## src/rtl/seq_detector_cfg_pkg.sv

```systemverilog
// Shared types and default values for the configurable serial pattern detector.
package seq_detector_cfg_pkg;

  typedef enum logic [1:0] {
    ST_IDLE  = 2'b00,
    ST_FILL  = 2'b01,
    ST_ARMED = 2'b10
  } state_t;

  localparam int          PKG_PAT_W       = 4;
  localparam int          PKG_CNT_W       = 8;
  localparam logic [31:0] PKG_DEF_PATTERN = 32'hA;
  localparam bit          PKG_DEF_OVERLAP = 1'b1;

endpackage

```

## src/rtl/seq_shift_hist.sv

```systemverilog
// Bit-history shift register with a fill counter that saturates at PAT_W.
// The shifted candidate is exported so the match can be judged on post-edge values.
module seq_shift_hist #(
  parameter int PAT_W = 4,
  parameter int FW    = $clog2(PAT_W + 1)
) (
  input  logic             clk,
  input  logic             rst,
  input  logic             shift_i,
  input  logic             in_i,
  input  logic             flush_i,
  input  logic             keep_i,
  input  logic             match_i,
  output logic [PAT_W-1:0] hist_sh_o,
  output logic [FW-1:0]    fill_sh_o,
  output logic             full_d_o
);

  localparam logic [FW-1:0] FULL = FW'(PAT_W);

  logic [PAT_W-1:0] hist_q, hist_d;
  logic [FW-1:0]    fill_q, fill_d;

  assign hist_sh_o = {hist_q[PAT_W-2:0], in_i};
  assign fill_sh_o = (fill_q == FULL) ? fill_q : fill_q + FW'(1);

  // A match without overlap consumes the whole window, so the next one starts empty.
  always_comb begin
    hist_d = hist_q;
    fill_d = fill_q;
    if (flush_i) begin
      hist_d = '0;
      fill_d = '0;
    end else if (shift_i) begin
      if (match_i && !keep_i) begin
        hist_d = '0;
        fill_d = '0;
      end else begin
        hist_d = hist_sh_o;
        fill_d = fill_sh_o;
      end
    end
  end

  assign full_d_o = (fill_d == FULL);

  always_ff @(posedge clk or posedge rst) begin
    if (rst) begin
      hist_q <= '0;
      fill_q <= '0;
    end else begin
      hist_q <= hist_d;
      fill_q <= fill_d;
    end
  end

endmodule

```

## src/rtl/seq_detector_cfg.sv

```systemverilog
// Serial bit-pattern detector with loadable pattern/mask/overlap, a registered
// match pulse and a saturating match counter.
module seq_detector_cfg
  import seq_detector_cfg_pkg::*;
#(
  parameter int               PAT_W       = PKG_PAT_W,
  parameter int               CNT_W       = PKG_CNT_W,
  parameter logic [PAT_W-1:0] DEF_PATTERN = PAT_W'(PKG_DEF_PATTERN),
  parameter bit               DEF_OVERLAP = PKG_DEF_OVERLAP
) (
  input  logic             clk,
  input  logic             rst,
  input  logic             en,
  input  logic             in_valid,
  input  logic             in,
  input  logic             cfg_load,
  input  logic [PAT_W-1:0] cfg_pattern,
  input  logic [PAT_W-1:0] cfg_mask,
  input  logic             cfg_overlap,
  input  logic             cnt_clr,
  output logic             out,
  output logic [CNT_W-1:0] match_cnt,
  output logic [1:0]       state
);

  localparam int            FW   = $clog2(PAT_W + 1);
  localparam logic [FW-1:0] FULL = FW'(PAT_W);

  logic [PAT_W-1:0] pattern_q, mask_q;
  logic             overlap_q;
  logic             out_q;
  logic [CNT_W-1:0] cnt_q;
  state_t           state_q, state_d;

  logic             accept;
  logic             match_d;
  logic             full_d;
  logic [PAT_W-1:0] hist_sh;
  logic [FW-1:0]    fill_sh;

  // A configuration load wins over a coincident bit, which is dropped.
  assign accept  = en && in_valid && !cfg_load;
  assign match_d = accept && (fill_sh == FULL) &&
                   (((hist_sh ^ pattern_q) & mask_q) == '0);

  seq_shift_hist #(
    .PAT_W (PAT_W),
    .FW    (FW)
  ) u_hist (
    .clk       (clk),
    .rst       (rst),
    .shift_i   (accept),
    .in_i      (in),
    .flush_i   (cfg_load),
    .keep_i    (overlap_q),
    .match_i   (match_d),
    .hist_sh_o (hist_sh),
    .fill_sh_o (fill_sh),
    .full_d_o  (full_d)
  );

  always_comb begin
    state_d = state_q;
    if (cfg_load) begin
      state_d = en ? ST_FILL : ST_IDLE;
    end else if (!en) begin
      state_d = ST_IDLE;
    end else begin
      case (state_q)
        ST_IDLE:  state_d = full_d ? ST_ARMED : ST_FILL;
        ST_FILL:  if (full_d) state_d = ST_ARMED;
        ST_ARMED: if (!full_d) state_d = ST_FILL;
        default:  state_d = ST_IDLE;
      endcase
    end
  end

  always_ff @(posedge clk or posedge rst) begin
    if (rst) begin
      state_q   <= ST_IDLE;
      pattern_q <= DEF_PATTERN;
      mask_q    <= '1;
      overlap_q <= DEF_OVERLAP;
      out_q     <= 1'b0;
      cnt_q     <= '0;
    end else begin
      state_q <= state_d;
      out_q   <= match_d;
      if (cfg_load) begin
        pattern_q <= cfg_pattern;
        mask_q    <= cfg_mask;
        overlap_q <= cfg_overlap;
      end
      if (cnt_clr) begin
        cnt_q <= '0;
      end else if (match_d && (cnt_q != '1)) begin
        cnt_q <= cnt_q + CNT_W'(1);
      end
    end
  end

  assign out       = out_q;
  assign match_cnt = cnt_q;
  assign state     = state_q;

endmodule

```

## config.mk

```make
export PLATFORM = sky130hd
export DESIGN_NAME = seq_detector_cfg
export DESIGN_NICKNAME = d
export VERILOG_FILES = /design/src/rtl/seq_detector_cfg_pkg.sv /design/src/rtl/seq_shift_hist.sv /design/src/rtl/seq_detector_cfg.sv
export SDC_FILE = /design/constraint.sdc
export NUM_CORES = 1
export LEC_CHECK = 0
export ABC_AREA = 1
export CORE_ASPECT_RATIO = 1.25
export CORE_MARGIN = 2
export CORE_UTILIZATION = 54
export CTS_BUF_LIST = sky130_fd_sc_hd__clkbuf_4 sky130_fd_sc_hd__clkbuf_8
export DETAILED_ROUTE_END_ITERATION = 8
export GPL_TIMING_DRIVEN = 0
export PLACE_DENSITY = 0.82
export RECOVER_POWER = 25
export SKIP_LAST_GASP = 1
export SYNTH_ARGS = -nofsm -noshare
export SYNTH_HDL_FRONTEND = slang
export SYNTH_HIERARCHICAL = 1
export SYNTH_SLANG_ARGS = --single-unit
```

## constraint.sdc

```tcl
create_clock -name clk -period 2.8 [get_ports clk]
set_clock_uncertainty 0.2 [all_clocks]
set_input_delay 0.28 -clock clk [delete_from_list [all_inputs] [get_ports clk]]
set_output_delay 0.28 -clock clk [all_outputs]
set_load 0.01 [all_outputs]
```

-- After elaboration in Yosys (flattened, before gate mapping)
Cells that the tools add are included.
- bits in registers: 26
- input port bits: 16
- output and inout bits: 11
- logic and storage cells: 49
- reductions and logical operators: 13
- bitwise logic cells: 2
- $add $sub $neg: 2
- equal/unequal tests: 8
- multiplexer cells: 16
- operators by type and width (kind ; number):
    3-bit 2-to-1 mux ; 7
    8-bit 2-to-1 mux ; 2
    2-bit 2-to-1 mux ; 5
    3-bit equality test (second input constant) ; 3
    8-bit by 1-bit adder with 8-bit output (second input constant) ; 1
    4-bit != test (second input constant) ; 2
    8-bit != test (second input constant) ; 1
    1-bit logical AND ; 6
    2-bit case mux with 3 select lines ; 1
    4-bit bitwise AND ; 1
    4-bit logical NOT ; 1
    2-bit nonzero test ; 2
    4-bit XOR ; 1
    3-bit by 1-bit adder with 3-bit output (second input constant) ; 1
    2-bit by 1-bit equality test with 1-bit output (second input constant) ; 1
    2-bit equality test (second input constant) ; 1
    1-bit logical NOT ; 2
    2-bit logical NOT ; 1
    2-bit AND reduction ; 1
    1-bit 2-to-1 mux ; 1

-- Depth between registers and ports, before layout
Gate-level depths: netlist (run 1).
- depth after elaboration: 14
- mapped depth: 19
- mapped depth without buffers: 19

-- Hierarchy
The synthesis (run 1) kept the hierarchy.
- by module, submodules not included (module ; seq. area each (µm²) ; area an instance (µm²) ; cells an instance ; instances):
    seq_detector_cfg ; 509.2 ; 1136.1 ; 154 ; 1
    seq_shift_hist ; 150.1 ; 371.6 ; 51 ; 1

-- Worst setup path after synthesis (run 1)
OpenSTA, ideal clock, no wires.
- path type: register to register
- from: register u_hist.fill_q[0]
- to: register state_q[0] (netlist: state[0])
- data required time: 2.470 ns
- period minus slack after synthesis: 2.427 ns
- setup slack: 0.373 ns
- path buffers: 0
- data arrival time: 2.098 ns
- library setup time: 0.130 ns
- cell stages (with the launch flop): 20
- cell sequence: dfrtp_1 inv_1 ha_1 nand2_1 nand2_1 nand2_2 nor2_1 nand2_1 nor2_1 nand2_1 nor2_4 inv_1 nor2_2 nor2_4 nand2_1 nand4_1 nor2_1 inv_1 nor4_1 a21oi_1
- word-level cells in the longest chain between the ends: 14
- elaborated cells between the ends (all ways): 18
- those cells by class: add/sub (1); eq/ne (5); mux (8); reduce/logical (4)
- RTL lines (what ; RTL line ; text):
    start: declaration ; seq_shift_hist.sv:22 ; logic [FW-1:0] fill_q, fill_d;
    start signal: assignment ; seq_shift_hist.sv:53 ; fill_q <= fill_d;
    3-bit by 1-bit adder with 3-bit output / 3-bit equality test (equally long branches) ; seq_shift_hist.sv:25 ; assign fill_sh_o = (fill_q == FULL) ? fill_q : fill_q + FW'(1);
    3-bit 2-to-1 mux * ; seq_shift_hist.sv:25 ;
    via fill_sh[0] ; seq_detector_cfg.sv:39 ; logic [FW-1:0] fill_sh;
    3-bit equality test * ; seq_detector_cfg.sv:43 ; assign match_d = accept && (fill_sh == FULL) &&
    1-bit logical AND * (2 in series) ; seq_detector_cfg.sv:43 ;
    via match_d ; seq_detector_cfg.sv:36 ; logic match_d;
    1-bit logical AND * ; seq_shift_hist.sv:35 ; if (match_i && !keep_i) begin
    3-bit 2-to-1 mux * ; seq_shift_hist.sv:35 ;
    3-bit 2-to-1 mux * ; seq_shift_hist.sv:34 ; end else if (shift_i) begin
    3-bit 2-to-1 mux * ; seq_shift_hist.sv:31 ; if (flush_i) begin
    3-bit equality test * ; seq_shift_hist.sv:45 ; assign full_d_o = (fill_d == FULL);
    via full_d ; seq_detector_cfg.sv:37 ; logic full_d;
    2-bit 2-to-1 mux ; seq_detector_cfg.sv:70 ; ST_IDLE: state_d = full_d ? ST_ARMED : ST_FILL;
    2-bit case mux with 3 select lines ; seq_detector_cfg.sv:69 ; case (state_q)
    2-bit 2-to-1 mux ; seq_detector_cfg.sv:66 ; end else if (!en) begin
    2-bit 2-to-1 mux ; seq_detector_cfg.sv:64 ; if (cfg_load) begin
    end signal: assignment ; seq_detector_cfg.sv:87 ; state_q <= state_d;
    end: declaration ; seq_detector_cfg.sv:33 ; state_t state_q, state_d;
Mark *: on every way through the listed nets, which the timed path passes. The rest lies on a longest branch.
A chain may end at the register's enable or synchronous reset.

-- Worst setup path after layout (run 1)
Ends and elaborated chain as after synthesis.

==> impl_metrics.ini, run 1 <==
[drt]
routedWlPerCell_um = 11.23
ant_nets = 0
first_pass_iters = 4
vias = 1398
viasPerCell = 5.121
top_layer_used = met4
wirelength_mm = 3.065
met3_length_um = 128
first_iter_violations = 26
drc_errors = 0
wl_met2_mm = 1.609
routedLengthMet1_mm = 1.273

[grt]
grt_max_degree = 21
grt_use_total_pct = 21.98
grt.overflow.total = 0
grt_antenna_before_repair = 0
grt_pass1_vias = 1317
grt_pass1_wl_mm = 5.499

[worst_setup_path]
startpoint_type = flop
r2r-start = u_hist/fill_q[0]$_DFF_PP0_
required_ps = 2820
r2r-end = state[0]$_DFFE_PP0P_
reg2regPathDepth = 19
critPathKind = flop to flop
r2r_setup_slack_ps = 250
worstPathArrival_ps = 2570
crit_fanout = 4
end_kind = flop

[clocking]
htree_num_levels = 1
root_buffer = clkbuf_4
clk_pin_slew_ps = 140
cts_sinks = 26
cts_tree = done
clk_latency_ps = 330
cts_made_buffers = 3
clk_path_buf_depth = 2

[die]
row_count = 21
die_h_um = 63.08
ios = 27
die_area_um2 = 3233
coreArea_um2 = 2680
start_util_pct = 56.26
dieWidth_um = 51.26

[hold_path]
min_to = mask_q[1]$_DFFE_PP1P_
hold_start = cfg_mask[1]
holdPathStages = 3
hold_class = input pin to flop

[cells_and_area]
final_cell_mix = nand2_1, inv_1, clkdlybuf4s50_1
final_common_cell = nand2_1
n_antenna_cell = 0
drive_above_1_share_pct = 14.23
layout.cells.non_filler = 273
syn_to_final_growth_pct = 25.23
stdcell_area_um2 = 1888
final_nets = 259

[sta]
setup_tns_ps = 0
min_period_ps = 2550
tightest_slew_ps = 784.3
finalSetupViolCount = 0
relSlewSlack_pct = 47.66
hold_violations = 0
max_freq_mhz = 392.2
post-route-period-util_pct = 91.07
setup_ws_ps = 250.1
final_max_slew_viol_count = 0

[power]
vdd_drop_max_uv = 297.0
leakage_nw = 0.9665
power_density_nw_per_um2 = 363.7

[synth]
synth.distinct_cells = 26
ys_ff_latch = 26
synth.cell_area_um2 = 1508
ys_seq_area_share_pct = 43.73
syn_inst = 205
yosys_warnings = 6
syn-num-nets = 224
avgSynthCellArea_um2 = 7.355

[place]
pre_cts_ws_ps = -149.2
place_congestion = 0.8047
dp_cells = 265
io_buffers = 26
place_area_um2 = 1810
place_hpwl_mm = 2.293

[status]
run_status = finished, final reports clean

[run]
cap_violations = 0
[worst max-delay path: stages, from the launching register on]
cell and delay [ps]:
dfrtp_1 420, inv_1 80, ha_1 160, nand2_1 80
nand2_1 80, nand2_2 50, nor2_1 80, nand2_1 50
nor2_1 100, nand2_1 120, nor2_4 130, inv_1 60
nor2_2 120, nor2_4 60, nand2_1 80, nand4_1 110
nor2_2 120, inv_1 80, nor4_2 200, a21oi_1 70
[sequential cells by signal (all words and copies together), names as in the netlist]
register       flops
state              2
u_hist/fill_q      3
match_cnt          8
overlap_q          1
pattern_q          4
out                1
mask_q             4
u_hist/hist_q      3
[stage by stage]
| step | hold slack, ps | total power [mW] | util, % |
|---|---|---|---|
| detailed placement | 255.2 | 0.5005 | 67.55 |
| global placement | 252.7 | 0.4969 | 67.55 |
| CTS | 239.3 | 0.6931 | 69.28 |
| global route | 242.4 | 0.7269 | 70.45 |
| floorplan | -129.0 | 0.4604 | - |
| finish | 241.0 | 0.6867 | 70.45 |
[metal layers]
| metal | GRT usage (%) | vias up |
|---|---|---|
| met2 | 39.77 | 42 |
| met1 | 26.01 | 642 |
| met3 | 2.844 | 5 |
| met4 | 7.895 | 0 |
| li1 | - | 709 |
| met5 | 0 | - |
[worst max path at each step]
stage / start / end / slack (ps) / cells past startpoint
floorplan: u_hist/fill_q[0]$_DFF_PP0_ / state[0]$_DFFE_PP0P_ / 370 / 19
global placement: cfg_load / state[0]$_DFFE_PP0P_ / -150 / 15
detailed placement: cfg_load / state[0]$_DFFE_PP0P_ / -150 / 15
CTS: u_hist/fill_q[0]$_DFF_PP0_ / state[0]$_DFFE_PP0P_ / 9 / 19
global route: u_hist/fill_q[0]$_DFF_PP0_ / state[0]$_DFFE_PP0P_ / -20 / 19
finish: u_hist/fill_q[0]$_DFF_PP0_ / state[0]$_DFFE_PP0P_ / 250 / 19
[power by group]
part           total (mW)  internal (mW)  switching, mW
clock network       0.191         0.0796          0.112
logic              0.0884         0.0400         0.0484
registers           0.407          0.397         0.0102
total               0.687          0.517          0.170
[kinds of logic after synthesis]
family                     share of synthesized area [%]
DFF                                                43.73
buffers and inverters                              11.62
adders and majority gates                          2.490
AOI/OAI and AO/OA                                  4.813
xor gates and xnor gates                          0.5810
and+or+nand+nor                                    36.76
[cells in the mapped netlist]
| master | instances | area share (%) |
|---|---|---|
| nor2_4 | 3 | 2.2 |
| o22ai_1 | 1 | 0.42 |
| nand3_1 | 19 | 6.3 |
| dfstp_2 | 7 | 12 |
| nor3_1 | 1 | 0.33 |
| nor2_2 | 2 | 0.83 |
| inv_1 | 37 | 9.2 |
| nand2_1 | 63 | 16 |
| clkbuf_1 | 1 | 0.25 |
| buf_2 | 2 | 0.66 |
| a21oi_2 | 1 | 0.58 |
| a21oi_1 | 2 | 0.66 |
| nor4_1 | 1 | 0.42 |
| nor2_1 | 13 | 3.2 |
| nand2_2 | 2 | 0.83 |
| inv_2 | 4 | 1.0 |
| nand4_4 | 1 | 1.4 |
| buf_4 | 1 | 0.50 |
| o21ai_1 | 1 | 0.33 |
| a211oi_1 | 1 | 0.50 |
| ha_1 | 3 | 2.5 |
| o21ai_0 | 7 | 2.3 |
| xor2_1 | 1 | 0.58 |
| nand3_2 | 2 | 1.3 |
| nand4_1 | 10 | 4.1 |
| dfrtp_1 | 19 | 32 |
[layout make-up]
cell class,count,area [µm²]
buffer,4,21.27
timing repair buffer,30,292.8
multi-input combinational,134,681.9
sequential,26,659.4
inverter,41,153.9
clock buffer,4,36.28
tap,34,42.54
fill,231,792.0
[what timing repair did]
action | CTS | global route
hold endpoints to repair | 6 | 0
endpoints found under the setup margin | 0 | 2
hold buffers | 1 | 0
setup buffers | 0 | 3
resized for setup | 0 | 2
Power figures use the tool's default switching activity.
==> inputs of run 2 (changes only) <==
--- a/config.mk
+++ b/config.mk
@@ -6,13 +6,15 @@
 export NUM_CORES = 1
 export LEC_CHECK = 0
 export ABC_AREA = 1
+export CELL_PAD_IN_SITES_DETAIL_PLACEMENT = 0
+export CELL_PAD_IN_SITES_GLOBAL_PLACEMENT = 1
 export CORE_ASPECT_RATIO = 1.25
 export CORE_MARGIN = 2
-export CORE_UTILIZATION = 54
+export CORE_UTILIZATION = 39
 export CTS_BUF_LIST = sky130_fd_sc_hd__clkbuf_4 sky130_fd_sc_hd__clkbuf_8
 export DETAILED_ROUTE_END_ITERATION = 8
 export GPL_TIMING_DRIVEN = 0
-export PLACE_DENSITY = 0.82
+export PLACE_DENSITY_LB_ADDON = 0.1
 export RECOVER_POWER = 25
 export SKIP_LAST_GASP = 1
 export SYNTH_ARGS = -nofsm -noshare
==> impl_metrics.ini, run 2 (synthesis results as in run 1) <==
[status]
run_status = finished, final reports clean

[place]
dp_cells = 271
io_buffers = 26
place_hpwl_mm = 2.561
place_area_um2 = 1818
place_congestion = 0.8019

[drt]
ant_nets = 0
vias = 1393
viasPerCell = 4.993
first_pass_iters = 4
first_iter_violations = 68
wirelength_mm = 3.304
drc_errors = 0
routedWlPerCell_um = 11.84

[worst_setup_path]
slowest_delay_ps = 400
startpoint_type = flop
cp_cell_sequence = buf_4, ha_1, inv_1, nand2_1, nand3_1, nand2_1, nor2_2, nand2_2, nor2_4, inv_1, nor2_2, nor2_4, nand2_1, nand4_1, nor2_2, inv_1, nor4_2, a21oi_1
end_kind = flop
r2r_setup_slack_ps = 230
worstPathArrival_ps = 2520
critPathSlowestCell = dfrtp_1
crit_fanout = 4
critPathKind = flop to flop
required_ps = 2760

[cells_and_area]
n_antenna_cell = 0
drive_above_1_share_pct = 15.48
layout.cells.non_filler = 279
final_cell_mix = nand2_1, inv_1, clkdlybuf4s50_1
final_common_cell = nand2_1
syn_to_final_growth_pct = 28.22
final_nets = 259
stdcell_area_um2 = 1933
largest_register_ffs = 8
utilization_pct = 51.50

[grt]
grt_use_total_pct = 16.47
grt_pass1_vias = 1311
grt_max_degree = 21
grt_antenna_before_repair = 0
grt.overflow.total = 0
grt_pass1_wl_mm = 5.506

[sta]
min_period_ps = 2567
post-route-period-util_pct = 91.66
finalSetupViolCount = 0
final_max_slew_viol_count = 0
max_freq_mhz = 389.6
tightest_slew_ps = 843.1
relSlewSlack_pct = 43.73
setup_tns_ps = 0
rsz0062_at_grt = false
hold_violations = 0

[clocking]
cts_made_buffers = 3
cts_sinks = 26
cts_tree = done
root_buffer = clkbuf_8
clk_path_buf_depth = 2
ctsHoldBuffers = 0
clk_latency_ps = 280
clk_pin_slew_ps = 100
htree_num_levels = 1

[die]
start_util_pct = 40.17
die_h_um = 73.52
ios = 27
die_area_um2 = 4382
coreArea_um2 = 3754
dieWidth_um = 59.61
row_count = 25

[hold_path]
hold_class = input pin to asynchronous set/reset pin

[power]
leakage_nw = 0.9839
vdd_drop_max_uv = 225.4
power_mw = 0.8087
power_density_nw_per_um2 = 418.4

[run]
cap_violations = 0
==> run 2: worst paths after layout <==
| kind | startpoint | to | depth (start not counted) |
|---|---|---|---|
| worst max-delay path | u_hist/fill_q[0]$_DFF_PP0_ | state[0]$_DFFE_PP0P_ | 18 |
| worst min-delay path | rst | u_hist/hist_q[0]$_DFFE_PP0P_ | 2 |
| worst max register to register | u_hist/fill_q[0]$_DFF_PP0_ | state[0]$_DFFE_PP0P_ | 18 |
| worst min register to register | mask_q[2]$_DFFE_PP1P_ | mask_q[2]$_DFFE_PP1P_ | 2 |
| max in group asynchronous | rst | state[0]$_DFFE_PP0P_ | 2 |
| min in group clk | mask_q[2]$_DFFE_PP1P_ | mask_q[2]$_DFFE_PP1P_ | 2 |
==> run 2: repair_timing <==
| item | CTS | global route |
|---|---|---|
| resized for setup | 0 | 4 |
| pin swaps | 1 | 1 |
| gates cloned | 0 | 0 |
| setup buffers | 2 | 2 |
| endpoints found under the setup margin | 2 | 2 |
==> run 2: cell type report <==
type / instances / area, µm²
inverters: 41 / 153.9
multi-input cells: 134 / 686.9
plain buffers: 4 / 21.27
well taps: 40 / 50.05
flip-flops and latches: 26 / 659.4
repair buffers: 30 / 290.3
fillers: 369 / 1821
clock buffers: 3 / 41.29
clock inverters: 1 / 30.03
==> run 2: power by group <==
part / total (mW) / leakage, nW / switching, mW / internal, mW
sequential: 0.407 / 0.333 / 0.0102 / 0.397
clock: 0.313 / 0.0357 / 0.121 / 0.191
combinational: 0.0892 / 0.616 / 0.0489 / 0.0403
total: 0.809 / 0.984 / 0.180 / 0.628
==> run 2: metrics by stage <==
step	hold WS, ps	worst slack [ps]
after floorplan	-129.0	372.6
after global placement	254.1	-180.5
after detailed placement	257.3	-224.1
after CTS	63.80	136.1
after global routing	216.5	5.389
final	202.0	233.4
==> run 2: metal layers <==
layer | wire [µm] | track usage [%]
met1 | 1332 | 17.00
met2 | 1815 | 32.11
met3 | 109 | 2.113
met4 | 46 | 6.914
met5 | 0 | 0
==> run 2: worst max-delay path: cells and delay by family (launching register included) <==
| family | cells | cell delay [ps] |
|---|---|---|
| AND/OR/NAND/NOR | 12 | 1250 |
| flip-flops | 1 | 400 |
| buffers and inverters | 4 | 340 |
| adder cells (fa/ha/maj) | 1 | 200 |
| AO/OA/AOI/OAI | 1 | 60 |
